File: src/rtl/mips_debug_unit.sv
`timescale 1ns/1ps
`default_nettype none
// mips_debug_unit -- UART byte-stream endpoint that loads, runs and single-steps the mips core.
// Rev 1.0
module mips_debug_unit #(
   parameter int          IMEM_ADDR_W  = 8,
   parameter logic [31:0] RUN_TIMEOUT  = 32'h000F_FFFF,
   parameter int          DRAIN_CYCLES = 4
) (
   input  logic                   clk,
   input  logic                   reset,
   input  logic [7:0]             i_rx_data,
   input  logic                   i_rx_valid,
   output logic [7:0]             o_tx_data,
   output logic                   o_tx_valid,
   input  logic                   i_tx_ready,
   output logic                   o_imem_we,
   output logic [IMEM_ADDR_W-1:0] o_imem_addr,
   output logic [31:0]            o_imem_wdata,
   output logic                   o_cpu_reset,
   output logic                   o_cpu_en,
   input  logic [31:0]            i_result,
   input  logic                   i_halt
);
   typedef enum logic [2:0] {
      IDLE, LOAD_LEN, LOAD_DATA, LOAD_WR, RUN, DRAIN, STEP, SEND
   } state_t;

   state_t                 state_q, state_d;
   logic [71:0]            tx_sr_q, tx_sr_d;
   logic [3:0]             tx_left_q, tx_left_d;
   logic [31:0]            word_q, word_d;
   logic [1:0]             byte_idx_q, byte_idx_d;
   logic [7:0]             words_left_q, words_left_d;
   logic [IMEM_ADDR_W-1:0] addr_q, addr_d;
   logic [31:0]            cycles_q, cycles_d;
   logic [31:0]            last_result_q, last_result_d;
   logic [7:0]             drain_left_q, drain_left_d;
   logic                   halted_q, halted_d;
   logic                   cpu_reset_q, cpu_reset_d;

   always_comb begin
      state_d       = state_q;
      tx_sr_d       = tx_sr_q;
      tx_left_d     = tx_left_q;
      word_d        = word_q;
      byte_idx_d    = byte_idx_q;
      words_left_d  = words_left_q;
      addr_d        = addr_q;
      cycles_d      = cycles_q;
      last_result_d = last_result_q;
      drain_left_d  = drain_left_q;
      halted_d      = halted_q;
      cpu_reset_d   = cpu_reset_q;

      // Counter and result capture run ahead of the FSM so the report can use this cycle's values.
      if (state_q == RUN || state_q == DRAIN) begin
         cycles_d = (cycles_q == 32'hFFFF_FFFF) ? cycles_q : cycles_q + 32'd1;
         if (i_result != 32'd0) last_result_d = i_result;
      end

      case (state_q)
         IDLE: begin
            if (i_rx_valid) begin
               case (i_rx_data)
                  8'h4C: begin
                     cpu_reset_d = 1'b1;
                     state_d     = LOAD_LEN;
                  end
                  8'h52: begin
                     cpu_reset_d = 1'b0;
                     cycles_d    = 32'd0;
                     state_d     = RUN;
                  end
                  8'h53: begin
                     cpu_reset_d = 1'b0;
                     state_d     = STEP;
                  end
                  default: begin
                     tx_sr_d   = {64'd0, 8'h15};
                     tx_left_d = 4'd1;
                     state_d   = SEND;
                  end
               endcase
            end
         end
         LOAD_LEN: begin
            if (i_rx_valid) begin
               // Stored as N-1 so that a length byte of 0 wraps to 256 words.
               words_left_d = i_rx_data - 8'd1;
               addr_d       = '0;
               byte_idx_d   = 2'd0;
               state_d      = LOAD_DATA;
            end
         end
         LOAD_DATA: begin
            if (i_rx_valid) begin
               word_d     = {i_rx_data, word_q[31:8]};
               byte_idx_d = byte_idx_q + 2'd1;
               if (byte_idx_q == 2'd3) state_d = LOAD_WR;
            end
         end
         LOAD_WR: begin
            addr_d = addr_q + 1'b1;
            if (words_left_q == 8'd0) begin
               tx_sr_d   = {64'd0, 8'h06};
               tx_left_d = 4'd1;
               state_d   = SEND;
            end else begin
               words_left_d = words_left_q - 8'd1;
               state_d      = LOAD_DATA;
               // A byte may arrive back-to-back with the write cycle; it starts the next word.
               if (i_rx_valid) begin
                  word_d     = {i_rx_data, word_q[31:8]};
                  byte_idx_d = byte_idx_q + 2'd1;
               end
            end
         end
         RUN: begin
            if (i_halt) begin
               halted_d     = 1'b1;
               drain_left_d = 8'(DRAIN_CYCLES - 1);
               state_d      = DRAIN;
            end else if (cycles_d >= RUN_TIMEOUT) begin
               halted_d     = 1'b0;
               drain_left_d = 8'(DRAIN_CYCLES - 1);
               state_d      = DRAIN;
            end
         end
         DRAIN: begin
            if (drain_left_q == 8'd0) begin
               tx_sr_d   = {last_result_d, cycles_d, (halted_q ? 8'h48 : 8'h54)};
               tx_left_d = 4'd9;
               state_d   = SEND;
            end else begin
               drain_left_d = drain_left_q - 8'd1;
            end
         end
         STEP: begin
            tx_sr_d   = {40'd0, i_result};
            tx_left_d = 4'd4;
            state_d   = SEND;
         end
         SEND: begin
            if (i_tx_ready) begin
               tx_sr_d   = {8'd0, tx_sr_q[71:8]};
               tx_left_d = tx_left_q - 4'd1;
               if (tx_left_q == 4'd1) state_d = IDLE;
            end
         end
         default: state_d = IDLE;
      endcase
   end

   always_ff @(posedge clk or negedge reset) begin
      if (!reset) begin
         state_q       <= IDLE;
         tx_sr_q       <= '0;
         tx_left_q     <= '0;
         word_q        <= '0;
         byte_idx_q    <= '0;
         words_left_q  <= '0;
         addr_q        <= '0;
         cycles_q      <= '0;
         last_result_q <= '0;
         drain_left_q  <= '0;
         halted_q      <= 1'b0;
         cpu_reset_q   <= 1'b1;
      end else begin
         state_q       <= state_d;
         tx_sr_q       <= tx_sr_d;
         tx_left_q     <= tx_left_d;
         word_q        <= word_d;
         byte_idx_q    <= byte_idx_d;
         words_left_q  <= words_left_d;
         addr_q        <= addr_d;
         cycles_q      <= cycles_d;
         last_result_q <= last_result_d;
         drain_left_q  <= drain_left_d;
         halted_q      <= halted_d;
         cpu_reset_q   <= cpu_reset_d;
      end
   end

   assign o_tx_data    = tx_sr_q[7:0];
   assign o_tx_valid   = (state_q == SEND);
   assign o_imem_we    = (state_q == LOAD_WR);
   assign o_imem_addr  = addr_q;
   assign o_imem_wdata = word_q;
   assign o_cpu_reset  = cpu_reset_q;
   assign o_cpu_en     = (state_q == RUN) || (state_q == DRAIN) || (state_q == STEP);
endmodule
`default_nettype wire

File: config.mk
export PLATFORM = sky130hd
export DESIGN_NAME = mips_debug_unit
export DESIGN_NICKNAME = d
export VERILOG_FILES = /design/src/rtl/mips_debug_unit.sv
export SDC_FILE = /design/constraint.sdc
export NUM_CORES = 1
export LEC_CHECK = 0
export ABC_AREA = 1
export CORE_AREA = 5 5 175 219
export DETAILED_ROUTE_END_ITERATION = 16
export DIE_AREA = 0 0 180 224
export HOLD_SLACK_MARGIN = 0.15
export PLACE_DENSITY = 0.53
export SYNTH_ARGS = -nofsm -noshare
export SYNTH_HDL_FRONTEND = slang
export SYNTH_SLANG_ARGS = --single-unit
File: constraint.sdc
create_clock -name clk -period 3.1 [get_ports clk]
set_input_delay 0.31 -clock clk [delete_from_list [all_inputs] [get_ports clk]]
set_output_delay 0.31 -clock clk [all_outputs]
set_load 0.05 [all_outputs]
==> key figures <==
Run status
  – Run status: finished, final reports clean

STA
  – Final Hold Fails: 0
  – Final hold slack: 0.389 ns
  – Unrepaired setup endpoints after global routing: false
  – Final Skew: around 0.013 ns
  – Slew HR: 47.0%
  – Setup TNS: 0 ns
  – Worst Slack Setup Final: 0.265 ns
  – Max Fclk: roughly 0.35 GHz
  – Tmin final: between 2 and 3 ns
  – Slew @ Worst Pin: between 0.7 and 0.8 ns
  – Final cycle utilization of the critical path: between 90% and 100%
  – Setup violations, final: 0
  – Final-report max-slew violation count: 0

Routing
  – Routed wl met2: 15900 um
  – Met3 wire length: between 1000 and 1500 um
  – DRT iter0 DRCs: 655
  – Routed wire length: roughly 32000 um
  – Wl on met1: ~14000 um
  – Post-route DRC: 0
  – Via density per instance: between 4 and 5
  – Final ANT Viol Nets: 0
  – Highest metal used: met4
  – Pre-antenna DRT Iters: 7
  – Routed WL per cell: between 15 and 20 um
  – Vias: 9480

Layout
  – Commonest non-fill, non-tap cell in the layout: nand2_1
  – Final core utilization: a little over a third
  – Diode count: 0
  – Share of cells above drive strength 1: just under 8%
  – NumNets Final: between 1500 and 2000
  – Most frequent cells in the layout: 391 x nand2_1, 202 x dfrtp_1, 175 x o21ai_0
  – Area growth, synth to finish: 23.0%

Synthesis
  – Share of the synthesized area in the top cell type: 47.5%
  – Dominant cells by area after synthesis: dfrtp_1 48%, nand2_1 14%, o21ai_0 8.2%
  – Synth Area in XOR/XNOR: under 10%
  – Seq cells post-synth: ~200
  – Distinct cells, synth: 50
  – YS warnings: 0
  – Mux contribution to synthesized area: less than 1%
  – Seq/Total Area, Yosys: between 40 and 50%
  – Syn avg cell area: between 7 and 8 um2
  – Syn_nets: 1457
  – Simple-gate share of the synthesized area: 26.4%
  – Mapped Cells: ~1400
  – Post-synthesis adder-cell area fraction: 0.941%
  – Number of flops mapped to enable cells by yosys: 0
  – Synth Cell Area: roughly 0.011 mm2
  – Synth Flop Type: dfrtp_1
  – Synth area leader: dfrtp_1
  – Asr flop ratio synth: 100%
  – Synth Area in Compound Gates: 13.4%
  – Largest family of logic cells by synthesized area: simple AND/OR/NAND/NOR gates

Floorplan
  – Rows: between 70 and 80
  – Die Span X: 180 um
  – Core area: approximately 0.036 mm2
  – Die height: about 220 um
  – I/O pin total: just under 100
  – Die ar.: 0.0403 mm2
  – Starting density of the core: about 30%

Pwr
  – Final Total Pwr: 14.1 mW
  – Leakage: approximately 6.3 nW
  – VDD IR max: ~0.5 mV
  – Power per cell area: 1080 mW/mm2

Critical path
  – Worst EP required: roughly 3.5 ns
  – Crit path DAT: 3.25 ns
  – Critical path class: register to register
  – Critical Path Fanout Max: 19
  – Crit path launch type: register
  – Crit end category: register

CTS
  – Clk slew on worst S/H paths: 0.06 ns
  – CTS tree: done
  – Clock Path Buffers: 3
  – CTS Buf Count: 24
  – Clk_lat worst skew: around 0.52 ns
  – CTS root buffer: clkbuf_16
  – CTS Sinks: between 200 and 250
  – H-tree levels: 1

Global route
  – Largest net degree at the start of global routing: a little under 90
  – All-Layer GR Usage: 15.5%
  – Initial antenna violation count: 0
  – First-pass GRT wire length: approximately 50000 um
  – GR Overflow Total: 0
  – Vias in the first global route: approximately 9500

Placed design
  – DP HPWL: ~23000 um
  – IO Port Bufs: between 90 and 100
  – Routability Congestion: approximately 0.85
  – Worst slack at placement: ~0.15 ns

Min path
  – Hold Crit Class: primary input to register

Run
  – Max Cap Violations: 0
## kinds of logic after synthesis
family / after synthesis
XOR/XNOR: 14
flip-flops: 203
AO/OA/AOI/OAI: 260
adder cells (fa/ha/maj): 8
multiplexers: 9
buffers and inverters: 244
AND/OR/NAND/NOR: 666
## registers in the layout, summed over array words and instances, names as in the netlist
name / count
tx_left_q: 4
last_result_q: 32
state_q: 3
words_left_q: 8
o_cpu_reset: 1
halted_q: 1
o_imem_wdata: 32
byte_idx_q: 2
cycles_q: 32
o_imem_addr: 8
drain_left_q: 8
tx_sr_q: 72
## timing repair
item	in CTS	in global routing
endpoints found under the hold margin	83	0
endpoints found under the setup margin	0	5
buffers inserted	0	0
gates resized for setup	0	1
hold buffers	1	0
## worst max-delay path: stages, from the launching register on
cell and delay (ns):
dfrtp_1 0.37, ha_1 0.23, inv_1 0.09, nor2_4 0.20
nand2_4 0.12, nor2_4 0.15, nand3_2 0.15, buf_4 0.25
nand4_2 0.09, nand2_1 0.10, nor2_1 0.17, nand3_1 0.13
nor2_2 0.16, nand3_2 0.17, buf_4 0.22, nand3_1 0.07
nand2_1 0.06
## metrics by stage
step                      cell area (um2)  std cells
final                               13100       1996
after global routing                13100       1996
after CTS                           13100       1996
after detailed placement            12200       1952
after global placement              12200       1952
after floorplan                     10600       1404
## Yosys cell counts (7+ instances only)
cell type / number
nand2_1: 392
dfrtp_1: 202
o21ai_0: 175
inv_1: 173
nor2_1: 138
nand3_1: 63
clkbuf_1: 33
a21oi_1: 29
a22oi_1: 22
nand4_1: 18
buf_2: 15
nor3_1: 13
nor4_1: 12
o22ai_1: 12
buf_4: 8
ha_1: 8
mux2_2: 7
xnor2_1: 7
xor2_1: 7
## area by class of cell
class | count | area, um2
clock inverters | 9 | 124
inverters | 179 | 673
fillers | 3763 | 22900
well taps | 480 | 601
clock buffers | 34 | 709
multi-input cells | 957 | 4590
flip-flops and latches | 203 | 5080
repair buffers | 134 | 1300
## per-layer routing
layer | GRT usage (%) | vias to the layer above
met1 | 20.0 | 4523
met4 | 4.65 | 0
met2 | 27.3 | 197
met5 | 0 | -
li1 | - | 4714
met3 | 1.90 | 46
## final timing paths
| path | start | to | slack (ns) | cells past startpoint |
|---|---|---|---|---|
| max | cycles_q[0] | drain_left_q[3] | 0.27 | 16 |
| min | i_rx_data[6] | o_imem_wdata[30] | 0.39 | 3 |
| max reg2reg | cycles_q[0] | drain_left_q[3] | 0.27 | 16 |
| min reg2reg | tx_sr_q[13] | tx_sr_q[13] | 0.48 | 2 |
| max in group asynchronous | reset | o_imem_wdata[3] | 1.82 | 3 |
| min in group asynchronous | reset | o_imem_addr[1] | 0.40 | 2 |
## report_power, final
group	leakage (nW)	internal, mW	switching, mW	total, mW
registers	2.52	3.74	0.718	4.46
logic	3.33	2.12	4.58	6.69
clock network	0.415	1.84	1.14	2.98
total	6.27	7.69	6.44	14.1
Power figures use the tool's default switching activity.
